[src/rtl/fifo_wr_arbiter.sv]
// Round-robin arbiter sharing one FIFO write port among NUM_REQ requesters, bursts of up to BURST_LEN words.
// Latency: accepted word appears on o_wr/o_wdata 1 cycle after its o_gnt strobe; each grant costs 1 arbitration cycle.
// Backpressure: i_walmostfull/i_wfull stall the owner in place; FIFO_WR_ARB_STATS_EN adds stall/burst-done stats.
module fifo_wr_arbiter #(
  parameter int DATA_WIDTH = 8,
  parameter int NUM_REQ    = 4,
  parameter int BURST_LEN  = 4
) (
  input  logic                          i_clk,
  input  logic                          i_rst,
  input  logic [NUM_REQ-1:0]            i_req,
  input  logic [NUM_REQ*DATA_WIDTH-1:0] i_data,
  output logic [NUM_REQ-1:0]            o_gnt,
  input  logic                          i_walmostfull,
  input  logic                          i_wfull,
  output logic                          o_wr,
  output logic [DATA_WIDTH-1:0]         o_wdata,
  output logic [$clog2(NUM_REQ)-1:0]    o_owner,
  output logic                          o_busy
`ifdef FIFO_WR_ARB_STATS_EN
  ,
  output logic [15:0]                   o_stall_cnt,
  output logic                          o_burst_done
`endif
);

  localparam int IDX_W = $clog2(NUM_REQ);
  localparam int CNT_W = $clog2(BURST_LEN + 1);

  localparam logic [0:0] IDLE  = 1'b0;
  localparam logic [0:0] GRANT = 1'b1;

  logic [0:0]       state;
  logic [IDX_W-1:0] rr_ptr;
  logic [IDX_W-1:0] owner;
  logic [IDX_W-1:0] owner_inc;
  logic [CNT_W-1:0] burst_cnt;
  logic [IDX_W-1:0] pick_idx;
  logic [IDX_W-1:0] cand_idx;
  logic             pick_vld;
  logic             req_own;
  logic             accept;
  logic             last_word;
  logic             grant_exit;

  // Walk offsets from the far end so the lowest offset from rr_ptr wins.
  // Modulo (not truncation) keeps non-power-of-2 NUM_REQ in range.
  always_comb begin
    pick_vld = 1'b0;
    pick_idx = '0;
    cand_idx = '0;
    for (int i = NUM_REQ - 1; i >= 0; i--) begin
      cand_idx = IDX_W'((int'(rr_ptr) + i) % NUM_REQ);
      if (i_req[cand_idx]) begin
        pick_vld = 1'b1;
        pick_idx = cand_idx;
      end
    end
  end

  assign owner_inc  = (owner == IDX_W'(NUM_REQ - 1)) ? '0 : owner + 1'b1;
  assign req_own    = i_req[owner];
  assign accept     = (state == GRANT) & req_own & ~i_walmostfull & ~i_wfull & ~i_rst;
  assign last_word  = accept & (burst_cnt == CNT_W'(BURST_LEN - 1));
  assign grant_exit = (state == GRANT) & (last_word | ~req_own);

  always_comb begin
    o_gnt        = '0;
    o_gnt[owner] = accept;
  end

  always_ff @(posedge i_clk) begin
    if (i_rst) begin
      state     <= IDLE;
      rr_ptr    <= '0;
      owner     <= '0;
      burst_cnt <= '0;
      o_wr      <= 1'b0;
      o_wdata   <= '0;
    end else begin
      o_wr <= accept;
      if (accept) begin
        o_wdata   <= i_data[owner*DATA_WIDTH +: DATA_WIDTH];
        burst_cnt <= burst_cnt + 1'b1;
      end
      case (state)
        IDLE: begin
          if (pick_vld) begin
            owner     <= pick_idx;
            burst_cnt <= '0;
            state     <= GRANT;
          end
        end
        default: begin
          if (grant_exit) begin
            state  <= IDLE;
            rr_ptr <= owner_inc;
          end
        end
      endcase
    end
  end

  assign o_owner = owner;
  assign o_busy  = (state == GRANT);

`ifdef FIFO_WR_ARB_STATS_EN
  logic stall;

  assign stall = (state == GRANT) & req_own & ~accept;

  always_ff @(posedge i_clk) begin
    if (i_rst) begin
      o_stall_cnt  <= '0;
      o_burst_done <= 1'b0;
    end else begin
      if (stall && (o_stall_cnt != 16'hFFFF))
        o_stall_cnt <= o_stall_cnt + 16'd1;
      o_burst_done <= grant_exit;
    end
  end
`endif

endmodule
[config.mk]
export PLATFORM = sky130hd
export DESIGN_NAME = fifo_wr_arbiter
export DESIGN_NICKNAME = d
export VERILOG_FILES = /design/src/rtl/fifo_wr_arbiter.sv
export SDC_FILE = /design/constraint.sdc
export NUM_CORES = 1
export LEC_CHECK = 0
export ABC_CLOCK_PERIOD_IN_PS = 3380
export BUFFER_PORTS_ARGS = -buffer_cell sky130_fd_sc_hd__buf_2
export CELL_PAD_IN_SITES_DETAIL_PLACEMENT = 0
export CELL_PAD_IN_SITES_GLOBAL_PLACEMENT = 2
export CORE_MARGIN = 2
export CORE_UTILIZATION = 28
export DETAILED_ROUTE_END_ITERATION = 10
export MAX_ROUTING_LAYER = met4
export PLACE_DENSITY = 0.92
export REMOVE_ABC_BUFFERS = 1
export SETUP_SLACK_MARGIN = 0.1
export SYNTH_ARGS = -nofsm -noshare
export SYNTH_HDL_FRONTEND = slang
export SYNTH_SLANG_ARGS = --single-unit
[constraint.sdc]
create_clock -name i_clk -period 3.38 [get_ports i_clk]
set_input_delay 0.507 -clock i_clk [delete_from_list [all_inputs] [get_ports i_clk]]
set_output_delay 0.507 -clock i_clk [all_outputs]
set_load 0.03 [all_outputs]
==> impl_metrics.toml, run 1 <==
[outcome]
status = "finished, final reports clean"

[clock_tree]
cts_sinks = 17
root_buffer = "clkbuf_8"
htreeDepth = 1
insertion_delay_ns = 0.25
cts_buffers = 3
clk_pin_slew_ns = 0.07
clk_path_buf_depth = 2
post_cts_buffers = 0
cts_tree = "done"
postCtsHoldBufs = 0
post_cts_resized = 0

[timing]
setup_viol = 0
holdWs_ns = 0.492
rsz0062_at_grt = "no"
worstMarginPinSlew_ns = 0.633
fin_ws_ns = 1.03
min_period_over_period = 0.695
slew_violations = 0
relSlewSlack = 0.577
max_freq_ghz = 0.426
tns_ns = 0
min_period_ns = 2.35
clock_skew_ns = 0.00216
finalHoldViolCount = 0

[hold_path]
whs_endpoint = "burst_cnt[2]"
min_path_cells = 2
min_from = "burst_cnt[2]"
hold_class = "flip-flop to flip-flop"

[pwr]
swShare = 0.281
clkPwrFrac = 0.321
power.total_mw = 0.480
p_leak_nw = 0.742
p_comb_frac = 0.227
internal_power_mw = 0.345
p_per_area_nw_per_um2 = 329
power_switching_mw = 0.135
ir_worst_vdd_v = 0.000140
p_seq_frac = 0.452

[floorplan]
die_height_um = 67.2
die_area_um2 = 4520
io_pins = 56
fp.dieW_um = 67.2
placementRows = 22
start_util = 0.299
core_um2 = 3740

[finish]
fill_cells = 389
final_cell_mix = "buf_2, dfxtp_1, mux2i_1"
nets = 203
multi_input_area_um2 = 714
final_common_cell = "buf_2"
final_layout_size_suffix_gt1_frac = 0.474
regArea_um2 = 340
syn_to_final_growth_pct = 30.4
n_antenna_cell = 0

[detailed_routing]
dr.pass1.iters = 5
drt_iter0_markers = 48
num_vias = 986
drt-wirelength-per-cell_um = 13.5
drcViolationCount = 0
wl_mm = 2.76
ant_nets = 0
viasPerCell = 4.83

[yosys]
synth-xor-area-share = 0.00783
avgSynthCellArea_um2 = 11.0
synth_fa_ha_area_frac = 0.0671
synth-main-ff-cell = "dfxtp_1"
seq_area_frac_synth = 0.304
synth-simple-area-share = 0.186
ys_ff_latch = 17
syn_inst = 102
synth_area_um2 = 1120
synth_mux_area_frac = 0.301
synth_top_family_by_area = "multiplexers"
synthArstFlopShare = 0
synth-compound-area-share = 0.0772
yosys_warnings = 0
synth-edff-count = 0
yosys.cell_types.count = 36

[place]
dpl_worst_slack_ns = 1.29
port_buffers = 55
gp_congestion = 0.746
dp_hpwl_mm = 2.12

[setup_path]
reg2regPathDepth = 4
timing.rr.start = "o_owner[1]"
start_kind = "flip-flop"
cp-end-kind = "output port"
reg2reg_slack_ns = 1.52
reg2reg_to = "burst_cnt[1]"
crit_required_ns = 2.87
critPathKind = "flip-flop to output port"
critPathArrivalTime_ns = 1.84
cp_max_fo = 15

[grt]
grt_max_degree = 19
grt_pass1_vias = 958
grt_pass1_wl_mm = 4.35
track_usage = 0.131
antenna_found_initial = 0
globalRoute.totalOverflow = 0

[job]
maxCapViolCount = 0
## cell families after synthesis
kind of cell,Yosys count
flops,17
mux,22
xor+xnor,1
compound gates,12
fa+ha+maj,6
buf+inv,10
simple gates,34
## synth_stat cells, types with 2 or more instances
| library cell | n | area share |
|---|---|---|
| inv_1 | 3 | 0.010 |
| ha_1 | 6 | 0.067 |
| mux4_2 | 8 | 0.16 |
| buf_2 | 2 | 0.0089 |
| a21oi_1 | 4 | 0.018 |
| nand2_1 | 2 | 0.0067 |
| o21ai_0 | 2 | 0.0089 |
| dfxtp_1 | 17 | 0.30 |
| nor2_1 | 11 | 0.037 |
| nand2b_1 | 3 | 0.017 |
| and3_1 | 5 | 0.028 |
| nand3_1 | 2 | 0.0089 |
| mux2i_1 | 13 | 0.12 |
| nor2b_1 | 2 | 0.011 |
## layout make-up
class                           instances  share of cell area
Clock buffer                            3              0.0283
Clock inverter                          1             0.00343
Inverter                                4              0.0103
Multi-Input combinational cell         75               0.490
Sequential cell                        17               0.233
Tap cell                               48              0.0412
Timing Repair Buffer                   56               0.194
## critical path: stages, from the launching register on
cell     delay, ns
dfxtp_1       0.73
mux4_2        0.47
and3_1        0.21
buf_2         0.17
## flip-flops by register name, indices dropped and copies added, names as in the netlist
| register | cells |
|---|---|
| burst_cnt | 3 |
| o_busy | 1 |
| o_owner | 2 |
| o_wdata | 8 |
| o_wr | 1 |
| rr_ptr | 2 |
## worst max-delay path by stage
stage / startpoint / slack, ns / depth (start not counted) / endpoint
after floorplan: o_owner[0] / 0.97 / 2 / o_gnt[0]
after global placement: i_req[3] / 1.32 / 4 / o_gnt[3]
after detailed placement: i_rst / 1.29 / 4 / o_gnt[1]
after CTS: o_owner[1] / 1.03 / 3 / o_gnt[1]
after global routing: o_owner[1] / 0.96 / 3 / o_gnt[2]
final: o_owner[1] / 1.03 / 3 / o_gnt[1]
## routing by layer
metal	vias up	track usage	wire length, µm
met5	-	-	0
met4	0	0.0638	54
met3	5	0.0333	284
met2	48	0.220	1210
met1	449	0.145	1210
li1	484	-	-
## metrics by stage
stage               cell area, µm²  std cells   util
finish                        1460        204  0.390
CTS                           1460        204  0.390
detailed placement            1410        200  0.377
floorplan                     1070         96      -
global placement              1410        200  0.377
global route                  1460        204  0.390
## power by group through the flow
stage | combinational, mW | clock (mW) | sequential [mW]
2_1_floorplan | 0.0523 | 0 | 0.233
3_3_place_gp | 0.108 | 0 | 0.221
3_5_place_dp | 0.110 | 0 | 0.222
4_1_cts | 0.111 | 0.159 | 0.217
5_1_grt | 0.120 | 0.167 | 0.218
6_report | 0.109 | 0.154 | 0.217
Note: power is estimated with default switching activity, not from simulation.
==> inputs of run 2 (changes only) <==
--- a/config.mk
+++ b/config.mk
@@ -5,15 +5,15 @@
 export SDC_FILE = /design/constraint.sdc
 export NUM_CORES = 1
 export LEC_CHECK = 0
-export ABC_CLOCK_PERIOD_IN_PS = 3380
+export ABC_CLOCK_PERIOD_IN_PS = 2300
 export BUFFER_PORTS_ARGS = -buffer_cell sky130_fd_sc_hd__buf_2
 export CELL_PAD_IN_SITES_DETAIL_PLACEMENT = 0
 export CELL_PAD_IN_SITES_GLOBAL_PLACEMENT = 2
 export CORE_MARGIN = 2
-export CORE_UTILIZATION = 28
+export CORE_UTILIZATION = 26
 export DETAILED_ROUTE_END_ITERATION = 10
 export MAX_ROUTING_LAYER = met4
-export PLACE_DENSITY = 0.92
+export PLACE_DENSITY = 0.87
 export REMOVE_ABC_BUFFERS = 1
 export SETUP_SLACK_MARGIN = 0.1
 export SYNTH_ARGS = -nofsm -noshare
==> constraint.sdc (replaced) <==
create_clock -name i_clk -period 2.3 [get_ports i_clk]
set_input_delay 0.345 -clock i_clk [delete_from_list [all_inputs] [get_ports i_clk]]
set_output_delay 0.345 -clock i_clk [all_outputs]
set_load 0.03 [all_outputs]
==> run 2 against run 1 <==
Against the previous run: clock power up 48%; combinational power increased by 56%; sequential power rose by 45%; non-clock buffer count is 2 higher; cell area is 1.2% higher; wire length rose by 2.6%; register-to-register slack lost 0.84 ns; critical path type unchanged; largest power group unchanged.
==> impl_metrics.toml, run 2 (same netlist as run 1, synthesis figures left out) <==
[finish]
syn_to_final_growth_pct = 32.0
fill_cells = 425
final_cell_count_no_fill = 208
final_layout_size_suffix_gt1_frac = 0.481
reg_top3 = "o_wdata: 8 flops, burst_cnt: 3 flops"
largest_reg_flops = 8
final_cell_mix = "buf_2, dfxtp_1, mux2i_1"
design_area_um2 = 1480
nets = 205
largest-register = "o_wdata"
final_common_cell = "buf_2"
n_antenna_cell = 0

[detailed_routing]
drt-wirelength-per-cell_um = 13.6
wl_mm = 2.83
ant_nets = 0
drt_iter0_markers = 26
dr.pass1.iters = 4
drcViolationCount = 0
num_vias = 988
viasPerCell = 4.75

[hold_path]
hold_class = "flip-flop to flip-flop"
min_path_cells = 2

[timing]
relSlewSlack = 0.636
max_freq_ghz = 0.516
min_period_over_period = 0.842
setup_viol = 0
slew_violations = 0
worstMarginPinSlew_ns = 0.542
fin_ws_ns = 0.364
holdWs_ns = 0.491
clock_skew_ns = 0.00216
tns_ns = 0
min_period_ns = 1.94
rsz0062_at_grt = "no"
finalHoldViolCount = 0

[job]
maxCapViolCount = 0

[setup_path]
worstSetupPathDepth = 3
cp-end-kind = "output port"
crit_required_ns = 1.96
reg2regPathDepth = 4
critPathKind = "flip-flop to output port"
critPathArrivalTime_ns = 1.59
reg2reg_slack_ns = 0.68
crit_slowest_cell = "mux4_2"
cp_max_fo = 5
max_stage_delay_ns = 0.59
start_kind = "flip-flop"
crit_buf_inv = 1
critPathTopFamily = "multiplexers"
crit_chain = "mux4_2 -> and3_1 -> buf_2"

[place]
dp_hpwl_mm = 2.17
port_buffers = 55
place.detailed.instances = 204
postPlaceCellArea_um2 = 1430
dpl_worst_slack_ns = 0.510
gp_congestion = 0.786

[floorplan]
core_um2 = 4060
die_area_um2 = 4840
placementRows = 23
fp.dieW_um = 69.6
io_pins = 56
die_height_um = 69.6
start_util = 0.276

[outcome]
status = "finished, final reports clean"

[clock_tree]
post_cts_buffers = 0
clk_path_buf_depth = 2
clk_pin_slew_ns = 0.07
post_cts_resized = 0
postCtsHoldBufs = 0
insertion_delay_ns = 0.25
cts_tree = "done"
root_buffer = "clkbuf_8"
cts_buffers = 3
cts_sinks = 17
htreeDepth = 1

[grt]
antenna_found_initial = 0
grt_pass1_wl_mm = 4.56
track_usage = 0.118
globalRoute.totalOverflow = 0
grt_max_degree = 19
grt_pass1_vias = 995

[pwr]
p_per_area_nw_per_um2 = 482
p_leak_nw = 0.753
ir_worst_vdd_v = 0.000209
run 2: layout make-up:
cell class,instances,area [µm²],share of cell area
clock buffers,3,41.3,0.0280
repair buffers,58,298,0.202
well taps,50,62.6,0.0424
flip-flops and latches,17,340,0.231
inverters,4,15.0,0.0102
multi-input cells,75,714,0.484
clock inverters,1,5.00,0.00339
run 2: per-layer routing:
layer / vias up / global-route usage / share of wire
li1: 489 / - / -
met2: 33 / 0.203 / 0.49
met3: 4 / 0.0349 / 0.061
met1: 462 / 0.136 / 0.44
met5: - / - / 0
met4: 0 / 0.0283 / 0.0099
run 2: worst paths after layout:
| path | start | end |
|---|---|---|
| setup / recovery | o_owner[0] | o_gnt[0] |
| hold / removal | o_wdata[0] | o_wdata[0] |
| setup reg to reg | o_busy | burst_cnt[2] |
| hold reg to reg | o_wdata[0] | o_wdata[0] |
run 2: stage by stage:
| step | util | power, mW |
|---|---|---|
| floorplan | - | 0.419 |
| global placement | 0.352 | 0.487 |
| detailed placement | 0.352 | 0.492 |
| CTS | 0.364 | 0.722 |
| global route | 0.364 | 0.748 |
| finish | 0.364 | 0.711 |
run 2: worst register-to-register path, cell delays in order, from the launching register on:
cell and delay, ns:
dfxtp_1 0.46, nor4b_4 0.43, nand2_4 0.24, or2_2 0.34
o41ai_2 0.05
run 2: power by group:
group          internal, mW  total (mW)  switching [mW]
combinational        0.0860       0.170          0.0841
clock                 0.120       0.228           0.107
sequential            0.304       0.314         0.00962
total                 0.510       0.711           0.201
==> inputs of run 3 (changes only) <==
--- a/config.mk
+++ b/config.mk
@@ -5,7 +5,7 @@
 export SDC_FILE = /design/constraint.sdc
 export NUM_CORES = 1
 export LEC_CHECK = 0
-export ABC_CLOCK_PERIOD_IN_PS = 2300
+export ABC_CLOCK_PERIOD_IN_PS = 1900
 export BUFFER_PORTS_ARGS = -buffer_cell sky130_fd_sc_hd__buf_2
 export CELL_PAD_IN_SITES_DETAIL_PLACEMENT = 0
 export CELL_PAD_IN_SITES_GLOBAL_PLACEMENT = 2
==> constraint.sdc (replaced) <==
create_clock -name i_clk -period 1.9 [get_ports i_clk]
set_input_delay 0.285 -clock i_clk [delete_from_list [all_inputs] [get_ports i_clk]]
set_output_delay 0.285 -clock i_clk [all_outputs]
set_load 0.03 [all_outputs]
==> run 3 against run 2 <==
Against the previous run: setup slack got worse by 0.23 ns; largest cell class unchanged; combinational power increased by 29%; core utilization increased by 2.0 points; critical endpoint is now o_gnt[3]; cell area increased by 5.4%.
==> impl_metrics.toml, run 3 (same netlist as run 1, synthesis figures left out) <==
[clock_tree]
insertion_delay_ns = 0.25
htreeDepth = 1
clk_path_buf_depth = 2
cts_sinks = 17
postCtsHoldBufs = 0
cts_buffers = 3
root_buffer = "clkbuf_8"
clk_pin_slew_ns = 0.07
cts_tree = "done"

[finish]
n_antenna_cell = 0
largest_reg_flops = 8
regArea_um2 = 342
fill_cells = 407
largest-register = "o_wdata"
nets = 209
final_layout_size_suffix_gt1_frac = 0.525
multi_input_area_um2 = 734
utilization = 0.384
syn_to_final_growth_pct = 39.1
final_common_cell = "buf_2"
final_cell_mix = "buf_2, dfxtp_1, mux2i_1"
reg_top3 = "o_wdata: 8 flops, burst_cnt: 3 flops"

[pwr]
clkPwrFrac = 0.313
internal_power_mw = 0.628
power.total_mw = 0.871
p_seq_frac = 0.434
p_leak_nw = 0.768
swShare = 0.279
p_comb_frac = 0.253
p_per_area_nw_per_um2 = 560
power_switching_mw = 0.243
ir_worst_vdd_v = 0.000428

[floorplan]
placementRows = 23
die_area_um2 = 4840
die_height_um = 69.6
core_um2 = 4060
io_pins = 56
fp.dieW_um = 69.6
start_util = 0.276

[detailed_routing]
num_vias = 1020
drt_iter0_markers = 24
drt-wirelength-per-cell_um = 13.1
wl_mm = 2.78
dr.pass1.iters = 4
drcViolationCount = 0
viasPerCell = 4.81
ant_nets = 0

[setup_path]
start_kind = "flip-flop"
critPathKind = "flip-flop to output port"
crit_required_ns = 1.62
critPathArrivalTime_ns = 1.48
cp_max_fo = 5
cp-end-kind = "output port"

[timing]
worstMarginPinSlew_ns = 0.459
min_period_ns = 1.77
finalHoldViolCount = 0
setup_viol = 0
rsz0062_at_grt = "yes"
clock_skew_ns = 0.00452
slew_violations = 0
max_freq_ghz = 0.565
min_period_over_period = 0.931
relSlewSlack = 0.692

[grt]
globalRoute.totalOverflow = 0
grt_pass1_wl_mm = 4.69
track_usage = 0.124
antenna_found_initial = 0
grt_pass1_vias = 989
grt_max_degree = 18

[place]
port_buffers = 55
dp_hpwl_mm = 2.18
gp_congestion = 0.832

[job]
maxCapViolCount = 0

[outcome]
status = "finished, final reports clean"

[hold_path]
hold_class = "input port to flip-flop"
## run 3: cell types whose count changed in the layout (fill, tap and decap cells not counted)
cell / delta
buf_6: +5
and3_1: -4
and3_4: +4
buf_2: -4
buf_4: +3
dfxtp_1: -1
dfxtp_2: +1
## run 3: layer usage
layer / vias to the layer above / wire length, µm / global-route usage
met5: - / 0 / -
met4: 0 / 9 / 0.0261
met3: 2 / 178 / 0.0451
met2: 31 / 1430 / 0.215
met1: 488 / 1160 / 0.138
li1: 499 / - / -
## run 3: final cells by class
class,count,area share
multi-input cells,75,0.472
flip-flops and latches,17,0.219
well taps,50,0.0402
repair buffers,62,0.229
clock inverters,1,0.00322
clock buffers,3,0.0265
inverters,4,0.00965
## run 3: stage by stage
stage	instances	setup slack (ns)	instance area (µm²)	hold WS, ns	setup TNS [ns]
after CTS	212	0.0849	1520	0.415	0
after floorplan	96	-0.286	1070	0.354	-3.75
after detailed placement	207	0.225	1450	0.480	0
final	212	0.131	1560	0.425	0
after global placement	207	0.263	1450	0.473	0
after global routing	212	0.0893	1560	0.470	0
## run 3: worst paths after layout
| path | startpoint | end | slack [ns] | cells past startpoint |
|---|---|---|---|---|
| worst max-delay path | o_owner[0] | o_gnt[3] | 0.13 | 3 |
| worst min-delay path | i_req[3] | o_owner[1] | 0.42 | 3 |
| worst max register to register | o_owner[0] | burst_cnt[2] | 0.20 | 5 |
| worst min register to register | o_wdata[5] | o_wdata[5] | 0.49 | 2 |
## run 3: worst max-delay path, stage by stage (launching register included)
cell and delay [ns]:
dfxtp_2 0.36, mux4_2 0.56, and3_4 0.18, buf_6 0.13
## run 3: timing repair
item	4_1_cts	5_1_grt
gates cloned	0	0
buffers inserted	1	0
resized for setup	5	9
pin swaps	0	4
endpoints found under the setup margin	4	4
## run 3: power groups by stage
| stage | logic [mW] | registers [mW] | clock network (mW) |
|---|---|---|---|
| floorplan | 0.0930 | 0.414 | 0 |
| global placement | 0.210 | 0.385 | 0 |
| detailed placement | 0.215 | 0.385 | 0 |
| CTS | 0.220 | 0.378 | 0.280 |
| global route | 0.243 | 0.379 | 0.303 |
| finish | 0.220 | 0.378 | 0.273 |
